$ cat src/rtl/svm_pkg.sv
// rtl/svm_pkg.sv - shared types and width helpers for the sequential one-vs-rest SVM core
// Purpose: FSM state encoding plus constant functions used to size datapaths.
// Ports: none (package).
package svm_pkg;

  typedef enum logic [1:0] {
    IDLE = 2'd0,
    ACC  = 2'd1,
    CMP  = 2'd2,
    DONE = 2'd3
  } state_e;

  function automatic int ceil_div(input int a, input int b);
    return (a + b - 1) / b;
  endfunction

  // Counter width that never collapses to zero bits.
  function automatic int clog2_min1(input int v);
    return (v > 1) ? $clog2(v) : 1;
  endfunction

  // Wide enough for bias plus the sum of N_FEATURES worst-case products,
  // so the accumulator can never overflow.
  function automatic int acc_width(input int feature_bits, input int weight_width,
                                   input int bias_width, input int n_features);
    int pw;
    int m;
    pw = feature_bits + weight_width + 1;
    m  = (bias_width > pw) ? bias_width : pw;
    return m + $clog2(n_features + 1) + 1;
  endfunction

endpackage

$ cat src/rtl/seq_svm_ovr_core_if.sv
// rtl/seq_svm_ovr_core_if.sv - request/result bundle for the SVM classifier core
// Purpose: groups the feature vector, start/abort controls and classification result.
// Signals: in (features), start, abort (master -> core); busy, ready, w_class, score (core -> master).
interface seq_svm_ovr_core_if
  import svm_pkg::*;
#(
  parameter int N_FEATURES   = 11,
  parameter int FEATURE_BITS = 4,
  parameter int N_CLASSES    = 6,
  parameter int WEIGHT_WIDTH = 6,
  parameter int BIAS_WIDTH   = 6
) ();

  localparam int ACC_W = acc_width(FEATURE_BITS, WEIGHT_WIDTH, BIAS_WIDTH, N_FEATURES);
  localparam int CW    = $clog2(N_CLASSES);

  logic [N_FEATURES*FEATURE_BITS-1:0] in;
  logic                               start;
  logic                               abort;
  logic                               busy;
  logic                               ready;
  logic [CW-1:0]                      w_class;
  logic signed [ACC_W-1:0]            score;

  modport master (
    output in, start, abort,
    input  busy, ready, w_class, score
  );

  modport slave (
    input  in, start, abort,
    output busy, ready, w_class, score
  );

endinterface

$ cat src/rtl/svm_mac_lanes.sv
// rtl/svm_mac_lanes.sv - LANES-wide signed multiply and sum for one feature group
// Purpose: combinational partial sum of feature*weight over the lanes of the current group.
// Ports: feat (latched features), cls (class index), grp (group index) in; psum (signed group sum) out.
module svm_mac_lanes
  import svm_pkg::*;
#(
  parameter int N_FEATURES   = 11,
  parameter int FEATURE_BITS = 4,
  parameter int N_CLASSES    = 6,
  parameter int WEIGHT_WIDTH = 6,
  parameter int LANES        = 1,
  parameter int ACC_W        = 16,
  parameter int CW           = 3,
  parameter int GW           = 4,
  parameter logic [N_CLASSES*N_FEATURES*WEIGHT_WIDTH-1:0] WEIGHTS = '0
) (
  input  logic [N_FEATURES*FEATURE_BITS-1:0] feat,
  input  logic [CW-1:0]                      cls,
  input  logic [GW-1:0]                      grp,
  output logic signed [ACC_W-1:0]            psum
);

  localparam int PW = FEATURE_BITS + WEIGHT_WIDTH + 1;

  logic signed [ACC_W-1:0] lane_term [LANES];

  for (genvar l = 0; l < LANES; l++) begin : g_lane
    logic [31:0]                    fi;
    logic [FEATURE_BITS-1:0]        f;
    logic signed [WEIGHT_WIDTH-1:0] w;
    logic signed [PW-1:0]           p;

    // Shifts instead of indexed part-selects keep index widths free and
    // simply yield zero past the end of the vectors.
    always_comb begin
      fi = 32'(grp) * 32'(LANES) + 32'(l);
      f  = FEATURE_BITS'(feat >> (fi * 32'(FEATURE_BITS)));
      w  = WEIGHT_WIDTH'(WEIGHTS >> ((32'(cls) * 32'(N_FEATURES) + fi) * 32'(WEIGHT_WIDTH)));
      p  = $signed({1'b0, f}) * w;
      // Lanes past the last feature in a ragged group contribute nothing.
      lane_term[l] = (fi < 32'(N_FEATURES)) ? {{(ACC_W-PW){p[PW-1]}}, p} : '0;
    end
  end

  always_comb begin
    psum = '0;
    for (int l = 0; l < LANES; l++) begin
      psum = psum + lane_term[l];
    end
  end

endmodule

$ cat src/rtl/seq_svm_ovr_core.sv
// rtl/seq_svm_ovr_core.sv - sequential one-vs-rest linear SVM with start/ready handshake
// Purpose: accumulates each class score over feature groups, argmax-selects the winner.
// Ports: clk, rst_n (async active-low); bus (slave): in, start, abort -> busy, ready, w_class, score.
module seq_svm_ovr_core
  import svm_pkg::*;
#(
  parameter int N_FEATURES   = 11,
  parameter int FEATURE_BITS = 4,
  parameter int N_CLASSES    = 6,
  parameter int WEIGHT_WIDTH = 6,
  parameter int BIAS_WIDTH   = 6,
  parameter int LANES        = 1,
  parameter logic [N_CLASSES*N_FEATURES*WEIGHT_WIDTH-1:0] WEIGHTS = '0,
  parameter logic [N_CLASSES*BIAS_WIDTH-1:0]              BIASES  = '0
) (
  input logic               clk,
  input logic               rst_n,
  seq_svm_ovr_core_if.slave bus
);

  localparam int ACC_W = acc_width(FEATURE_BITS, WEIGHT_WIDTH, BIAS_WIDTH, N_FEATURES);
  localparam int G     = ceil_div(N_FEATURES, LANES);
  localparam int GW    = clog2_min1(G);
  localparam int CW    = $clog2(N_CLASSES);
  localparam int FW    = N_FEATURES * FEATURE_BITS;

  state_e                  state_q, state_d;
  logic [FW-1:0]           feat_q, feat_d;
  logic [CW-1:0]           cls_q, cls_d;
  logic [GW-1:0]           grp_q, grp_d;
  logic signed [ACC_W-1:0] acc_q, acc_d;
  logic signed [ACC_W-1:0] best_q, best_d;
  logic [CW-1:0]           best_idx_q, best_idx_d;
  logic [CW-1:0]           w_class_q, w_class_d;
  logic signed [ACC_W-1:0] score_q, score_d;

  logic signed [ACC_W-1:0] psum;
  logic                    take;
  logic                    last_cls;
  logic                    last_grp;

  function automatic logic signed [ACC_W-1:0] bias_ext(input logic [CW-1:0] c);
    logic [BIAS_WIDTH-1:0] b;
    b = BIAS_WIDTH'(BIASES >> (32'(c) * 32'(BIAS_WIDTH)));
    return {{(ACC_W-BIAS_WIDTH){b[BIAS_WIDTH-1]}}, b};
  endfunction

  svm_mac_lanes #(
    .N_FEATURES  (N_FEATURES),
    .FEATURE_BITS(FEATURE_BITS),
    .N_CLASSES   (N_CLASSES),
    .WEIGHT_WIDTH(WEIGHT_WIDTH),
    .LANES       (LANES),
    .ACC_W       (ACC_W),
    .CW          (CW),
    .GW          (GW),
    .WEIGHTS     (WEIGHTS)
  ) u_mac (
    .feat(feat_q),
    .cls (cls_q),
    .grp (grp_q),
    .psum(psum)
  );

  assign last_cls = (cls_q == CW'(N_CLASSES - 1));
  assign last_grp = (grp_q == GW'(G - 1));
  // Strict compare keeps the lower index on ties; class 0 always seeds best.
  assign take     = (cls_q == '0) || (acc_q > best_q);

  always_comb begin
    state_d    = state_q;
    feat_d     = feat_q;
    cls_d      = cls_q;
    grp_d      = grp_q;
    acc_d      = acc_q;
    best_d     = best_q;
    best_idx_d = best_idx_q;
    w_class_d  = w_class_q;
    score_d    = score_q;

    case (state_q)
      IDLE: begin
        if (bus.start && !bus.abort) begin
          feat_d  = bus.in;
          cls_d   = '0;
          grp_d   = '0;
          acc_d   = bias_ext('0);
          state_d = ACC;
        end
      end
      ACC: begin
        acc_d = acc_q + psum;
        if (last_grp) begin
          state_d = CMP;
        end else begin
          grp_d = grp_q + GW'(1);
        end
      end
      CMP: begin
        if (take) begin
          best_d     = acc_q;
          best_idx_d = cls_q;
        end
        if (last_cls) begin
          // Result registers load here so they are valid during DONE.
          w_class_d = take ? cls_q : best_idx_q;
          score_d   = take ? acc_q : best_q;
          state_d   = DONE;
        end else begin
          cls_d   = cls_q + CW'(1);
          grp_d   = '0;
          acc_d   = bias_ext(cls_q + CW'(1));
          state_d = ACC;
        end
      end
      DONE: begin
        state_d = IDLE;
      end
      default: begin
        state_d = IDLE;
      end
    endcase

    // Abort drops the computation and leaves the previous result untouched.
    if (bus.abort && state_q != IDLE) begin
      state_d   = IDLE;
      w_class_d = w_class_q;
      score_d   = score_q;
    end
  end

  always_ff @(posedge clk or negedge rst_n) begin
    if (!rst_n) begin
      state_q    <= IDLE;
      feat_q     <= '0;
      cls_q      <= '0;
      grp_q      <= '0;
      acc_q      <= '0;
      best_q     <= '0;
      best_idx_q <= '0;
      w_class_q  <= '0;
      score_q    <= '0;
    end else begin
      state_q    <= state_d;
      feat_q     <= feat_d;
      cls_q      <= cls_d;
      grp_q      <= grp_d;
      acc_q      <= acc_d;
      best_q     <= best_d;
      best_idx_q <= best_idx_d;
      w_class_q  <= w_class_d;
      score_q    <= score_d;
    end
  end

  assign bus.busy    = (state_q != IDLE);
  assign bus.ready   = (state_q == DONE);
  assign bus.w_class = w_class_q;
  assign bus.score   = score_q;

endmodule
$ cat src/flat_wrapper.sv
// flat-port wrapper written by rule: the top's interface ports become plain ports
module seq_svm_ovr_core_flat import svm_pkg::*;
#(
  parameter int N_FEATURES   = 11,
  parameter int FEATURE_BITS = 4,
  parameter int N_CLASSES    = 6,
  parameter int WEIGHT_WIDTH = 6,
  parameter int BIAS_WIDTH   = 6,
  parameter int LANES        = 1,
  parameter logic [N_CLASSES*N_FEATURES*WEIGHT_WIDTH-1:0] WEIGHTS = '0,
  parameter logic [N_CLASSES*BIAS_WIDTH-1:0]              BIASES  = '0
)
  (clk, rst_n, bus_in, bus_start, bus_abort, bus_busy, bus_ready, bus_w_class, bus_score);
  seq_svm_ovr_core_if #(.N_FEATURES(N_FEATURES), .FEATURE_BITS(FEATURE_BITS), .N_CLASSES(N_CLASSES), .WEIGHT_WIDTH(WEIGHT_WIDTH), .BIAS_WIDTH(BIAS_WIDTH)) bus_i ();
  input logic clk;
  input logic rst_n;
  input wire logic [$bits(bus_i.in)-1:0] bus_in;
  input wire logic [$bits(bus_i.start)-1:0] bus_start;
  input wire logic [$bits(bus_i.abort)-1:0] bus_abort;
  output wire logic [$bits(bus_i.busy)-1:0] bus_busy;
  output wire logic [$bits(bus_i.ready)-1:0] bus_ready;
  output wire logic [$bits(bus_i.w_class)-1:0] bus_w_class;
  output wire logic [$bits(bus_i.score)-1:0] bus_score;
  assign bus_i.in = bus_in;
  assign bus_i.start = bus_start;
  assign bus_i.abort = bus_abort;
  assign bus_busy = bus_i.busy;
  assign bus_ready = bus_i.ready;
  assign bus_w_class = bus_i.w_class;
  assign bus_score = bus_i.score;
  seq_svm_ovr_core #(.N_FEATURES(N_FEATURES), .FEATURE_BITS(FEATURE_BITS), .N_CLASSES(N_CLASSES), .WEIGHT_WIDTH(WEIGHT_WIDTH), .BIAS_WIDTH(BIAS_WIDTH), .LANES(LANES), .WEIGHTS(WEIGHTS), .BIASES(BIASES)) u_core (.clk(clk), .rst_n(rst_n), .bus(bus_i));
endmodule
$ cat config.mk
export PLATFORM = sky130hd
export DESIGN_NAME = seq_svm_ovr_core_flat
export DESIGN_NICKNAME = d
export VERILOG_FILES = /design/src/rtl/svm_pkg.sv /design/src/rtl/seq_svm_ovr_core_if.sv /design/src/rtl/svm_mac_lanes.sv /design/src/rtl/seq_svm_ovr_core.sv /design/src/flat_wrapper.sv
export SDC_FILE = /design/constraint.sdc
export NUM_CORES = 1
export LEC_CHECK = 0
export ABC_AREA = 1
export BUFFER_PORTS_ARGS = -buffer_cell sky130_fd_sc_hd__buf_4
export CAP_MARGIN = 40
export CORE_MARGIN = 2
export CORE_UTILIZATION = 49
export CTS_CLUSTER_DIAMETER = 50
export CTS_CLUSTER_SIZE = 24
export DETAILED_ROUTE_END_ITERATION = 16
export GPL_TIMING_DRIVEN = 1
export PLACE_DENSITY = 0.76
export REMOVE_ABC_BUFFERS = 1
export SLEW_MARGIN = 20
export SYNTH_ARGS = -nofsm -noshare
export SYNTH_HDL_FRONTEND = slang
export SYNTH_SLANG_ARGS = --single-unit
$ cat constraint.sdc
create_clock -name clk -period 1.82 [get_ports clk]
set_clock_uncertainty 0.1 [all_clocks]
set_input_delay 0.091 -clock clk [delete_from_list [all_inputs] [get_ports clk]]
set_output_delay 0.091 -clock clk [all_outputs]
set_load 0.01 [all_outputs]
# Yosys cells after proc, flatten, opt, wreduce, memory -nomap -nowiden
# Index checks and enable logic that the tools add are counted.
# totals
in_bits,48
output_inout_bits,21
regBits,107
word_cells,66
# classes
n_shift,3
eq_ne,10
n_mux,18
n_reduce_logical,15
addsub,4
n_bitwise,1
n_lt_le_gt_ge,2
n_mul,4
# ops
operator,count
2-to-1 mux 16 bit,4
one-hot mux 16 bit (3 select lines),1
right shift 44 x 6 -> 4 bit,1
adder 16 bit,1
greater-than comparator 16 bit,1
2-to-1 mux 4 bit,3
one-hot mux 4 bit (3 select lines),1
multiplier 5 x 6 -> 11 bit,1
right shift 1 x 11 -> 6 bit (first input constant),1
multiplier 8 x 2 -> 10 bit (second input constant),1
2-to-1 mux 3 bit,3
AND reduction 3 bit,3
adder 7 x 4 -> 8 bit,1
2-to-1 mux 2 bit,4
one-hot mux 2 bit (4 select lines),1
multiplier 3 x 4 -> 7 bit (second input constant),1
!= test 3 x 1 -> 1 bit (second input constant),2
one-hot mux 3 bit (2 select lines),1
right shift 1 x 6 -> 6 bit (first input constant),1
multiplier 3 x 2 -> 5 bit (second input constant),1
adder 4 x 1 -> 4 bit (second input constant),1
== test 2 bit (second input constant),2
== test 4 bit (second input constant),1
< comparator 4 bit (second input constant),1
15 further kinds,19

# Logic depth before layout (Yosys ltp)
# logic_depth
depth_word,8
ltp_mapped,18
ltp_nobuf,17

# Hierarchy
# Synthesis repeated with hierarchy kept, for this count alone.
# hier_totals
cells_unflattened,658
area_unflattened_um2,5860.6
# by_module_without_submodules
mod,area_each_um2,n_inst,cells_each,seq_area_each_um2
seq_svm_ovr_core,5736.8,1,641,2677.6
svm_mac_lanes,123.9,1,17,0.0

# Worst setup path before layout
# Ideal clock, no wire load.
# synth_timing
kind,reg2reg
startpoint,register u_core.best_q[15]
endpoint,register u_core.best_q[14]
period_less_slack_ns,1.939
setup_slack_ns,-0.119
n_path_buf,2
setup_ns,0.117
required_ns,1.603
t_arrival_ns,1.721
stages_incl_launch_ff,13
path_cell_list,dfrtp_1 > inv_1 > ha_1 > a21oi_1 > o21ai_0 > a21oi_1 > nand3_1 > nand3_2 > buf_6 > buf_8 > nand3_1 > nand3_1 > nand2_1
# synth_between
elab_chain_cells,3
# synth_lines
item,line,text
from (decl),seq_svm_ovr_core.sv:32,"logic signed [ACC_W-1:0] best_q, best_d;"
from (signal assigned),seq_svm_ovr_core.sv:149,best_q <= best_d;
greater-than comparator 16 bit,seq_svm_ovr_core.sv:68,assign take = (cls_q == '0) || (acc_q > best_q);
logical OR 1 bit,seq_svm_ovr_core.sv:68,
2-to-1 mux 16 bit,-,
# Every way passes these cells.
# A chain may end at the register's enable or synchronous reset.

# Final worst setup path
# layout_timing
startpoint,register u_core.best_q[5]
endpoint,register u_core.best_q[10]
# The elaborated chain is that of the path after synthesis.

==> impl_results.md <==
* Max_slew headroom at 79.43%
* Share of layout cells above drive strength 1 at 39.08%
* Placed cell area at 3772 µm²
* Clk root buf: clkbuf_8
* Syn. warnings at 0
* Post-synthesis mux area share at 0%
* Adder-cell share of the synthesized area at 9.473%
* Hold Fails Final Rpt at 4
* Largest family of logic cells by synthesized area: simple AND/OR/NAND/NOR gates
* Diode count at 0
* Pin count of the biggest net entering global routing at 64
* Detailed Route Iter0 Violations at 351
* Placeable Area at 6422 µm²
* Sequential cell area fraction in the yosys report at 47.75%
* IO Port Bufs at 24
* Via count at 3,007
* Synth Instances at 402
* Number of top-level pins at 69
* # rows at 29
* Area contributors post-synth: dfrtp_1 (48%), nand2_1 (14%), nand3_1 (9.5%), ha_1 (9.5%), inv_1 (6.3%)
* Startpoint Class: flip-flop
* Leading cell types in the layout, fill and taps excluded: nand2_1 (94), buf_4 (66), dfrtp_1 (63), inv_1 (43), nand3_2 (36)
* Worst vdd ir at 1.092 mV
* CTS sink count at 63
* Min Tclk post-route at 2.207 ns
* Die X at 86.09 µm
* Count of cell types in the netlist at 23
* Post-Place Setup Slack at -0.2910 ns
* Yosys reg bits at 63
* Final nets at 547
* Routability cong. at 0.8456
* CP arrival at 2.35 ns
* CP Class: flip-flop to flip-flop
* Worst Slack Setup Final at -0.3874 ns
* Share of the synthesized area in the top cell type at 47.75%
* Worst-Skew Late Latency at 0.35 ns
* GRT Total Usage at 24.36%
* Pwr dens at 1742 nW/µm²
* Drt wl/cell at 16.62 µm
* Filler cell count in the final layout at 461
* Total CTS buffers at 9
* FMAX at 453.0 MHz
* Synth Area in Compound Gates at 3.410%
* RSZ-0062 raised after global routing: true
* Initial antenna violation count at 0
* Clock Tree Buf Depth at 2
* Multi-input logic area at 1863 µm²
* P_leak at 2.376 nW
* Max Slew Vio Count at 0
* Critical path data required time at 1.96 ns
* Fin crit share at 121.3%
* Worst Path Max Fanout at 6
* Die ar. at 7411 µm²
* Starting Density at 51.41%
* Post-Syn Area at 3302 µm²
* Remaining global-route overflow at 0
* Syn_area_per_cell at 8.214 µm²
* Hold_ws at -0.01029 ns
* First-pass GRT wire length at 13,720 µm
* Outcome: complete, but fails checks
* Hold Path Class: primary input to asynchronous set/reset pin
* Via count normalized by instance count at 5.438
* H-tree levels at 3
* Worst Max-Slew Pin Slew at 0.3074 ns
* Reg area at 1577 µm²
* Commonest non-fill, non-tap cell in the layout: nand2_1
* TritonCTS clock tree: yes
* Vias in the first global route at 2,922
* CP endpoint kind: flip-flop
* Max-Cap Viols at 0
* Post-Synth Simple-Gate Area at 29.18%
* Detail Route Antenna Nets at 0
* Failing checks: negative hold slack, negative setup slack
* Finished Cell Area at 4572 µm²
* Area delta synth->final at 38.46%
* Drt pass-1 iters at 5
* Clock slew at reported path FFs at 0.07 ns
* Yosys top cell by area: dfrtp_1
* Post-Synth XOR/XNOR Area at 0.5305%
* Routed wire length at 9193 µm
* # DRC at 0
* Final setup fails at 38
* Detailed Place HPWL at 4898 µm
* Die H at 86.09 µm
worst max-delay path: stages (launching register included):
cell,delay [ns]
dfrtp_1,0.40
inv_2,0.08
ha_4,0.21
a21oi_4,0.14
nor2_2,0.06
nor2_1,0.16
nand2_1,0.09
nand2_2,0.09
nand2_2,0.05
nand2_2,0.09
nand3_4,0.11
nand2_4,0.14
clkbuf_16,0.18
nand2_2,0.06
nand3_1,0.07
nand2_1,0.05
flip-flops by register name, summed over array words and instances (netlist names):
register	count
u_core.acc_q	16
u_core.best_idx_q	3
u_core.best_q	16
u_core.bus.score	16
u_core.bus.w_class	3
u_core.cls_q	3
u_core.grp_q	4
u_core.state_q	2
final timing paths:
check                      cells after the start  slack, ns                  from                   end
setup / recovery                              15      -0.39      u_core.best_q[5]     u_core.best_q[10]
hold / removal                                 2      -0.01                 rst_n       u_core.acc_q[1]
setup reg to reg                              15      -0.39      u_core.best_q[5]     u_core.best_q[10]
hold reg to reg                                2       0.38  u_core.bus.score[12]  u_core.bus.score[12]
max in group asynchronous                      3       1.13                 rst_n       u_core.grp_q[1]
min in group clk                               6       0.16             bus_abort     u_core.state_q[1]
cells by family after synthesis:
kind of cell | count (synthesis)
flip-flops | 63
XOR/XNOR | 2
adder cells (fa/ha/maj) | 25
AO/OA/AOI/OAI | 21
buffers and inverters | 69
AND/OR/NAND/NOR | 222
synth_stat cells:
| cell | instances |
|---|---|
| ha_1 | 25 |
| inv_1 | 55 |
| nand3_2 | 5 |
| o22ai_1 | 1 |
| nand2_1 | 123 |
| nand4_1 | 3 |
| o21ai_0 | 7 |
| buf_6 | 6 |
| xor2_1 | 2 |
| buf_8 | 1 |
| nor3_2 | 1 |
| a22oi_1 | 1 |
| clkbuf_1 | 3 |
| a21oi_1 | 10 |
| a21o_1 | 1 |
| nand2_2 | 1 |
| nor2_1 | 25 |
| nand3b_1 | 1 |
| buf_2 | 3 |
| a31oi_1 | 1 |
| dfrtp_1 | 63 |
| nand3_1 | 63 |
| clkinv_1 | 1 |
per-layer routing:
| layer | up-vias | wire length (µm) | GRT usage (%) |
|---|---|---|---|
| met4 | 0 | 270 | 11.98 |
| li1 | 1410 | - | - |
| met3 | 31 | 531 | 5.775 |
| met2 | 127 | 4708 | 41.58 |
| met5 | - | 0 | 0 |
| met1 | 1439 | 3682 | 28.71 |
power by group:
| part | leakage (nW) | total (W) | internal (W) | switching [W] |
|---|---|---|---|---|
| sequential | 0.859 | 0.00192 | 0.00172 | 0.000204 |
| clock | 0.0944 | 0.00121 | 0.000685 | 0.000524 |
| combinational | 1.42 | 0.00483 | 0.00199 | 0.00284 |
timing repair:
action / CTS / global route
setup endpoints to repair: 39 / 59
hold buffers: 1 / 0
cloned: 0 / 1
buffers inserted: 7 / 3
endpoints found under the hold margin: 63 / 0
pin swaps: 8 / 13
gates resized for setup: 59 / 53
area by class of cell:
class                      instances  area share, %
clock buffer                      12          3.394
clock inverter                     1         0.6568
inverter                          56          4.598
multi-input combinational        270          40.75
sequential                        63          34.48
tap                               77          2.107
timing repair buffer              74          14.01
per-stage QoR:
| step | cells | TNS [ns] | hold slack [ns] | power [W] | utilization (%) |
|---|---|---|---|---|---|
| after floorplan | 389 | -34.91 | -0.3046 | 0.003804 | - |
| after global placement | 527 | -8.467 | 0.1322 | 0.005214 | 58.74 |
| after detailed placement | 527 | -9.877 | 0.1319 | 0.005333 | 58.74 |
| after CTS | 548 | -6.970 | 0.1134 | 0.007192 | 67.02 |
| after global routing | 553 | -15.90 | 0.01464 | 0.008447 | 71.19 |
| final | 553 | -13.23 | -0.01029 | 0.007962 | 71.19 |
Power figures use the tool's default switching activity.
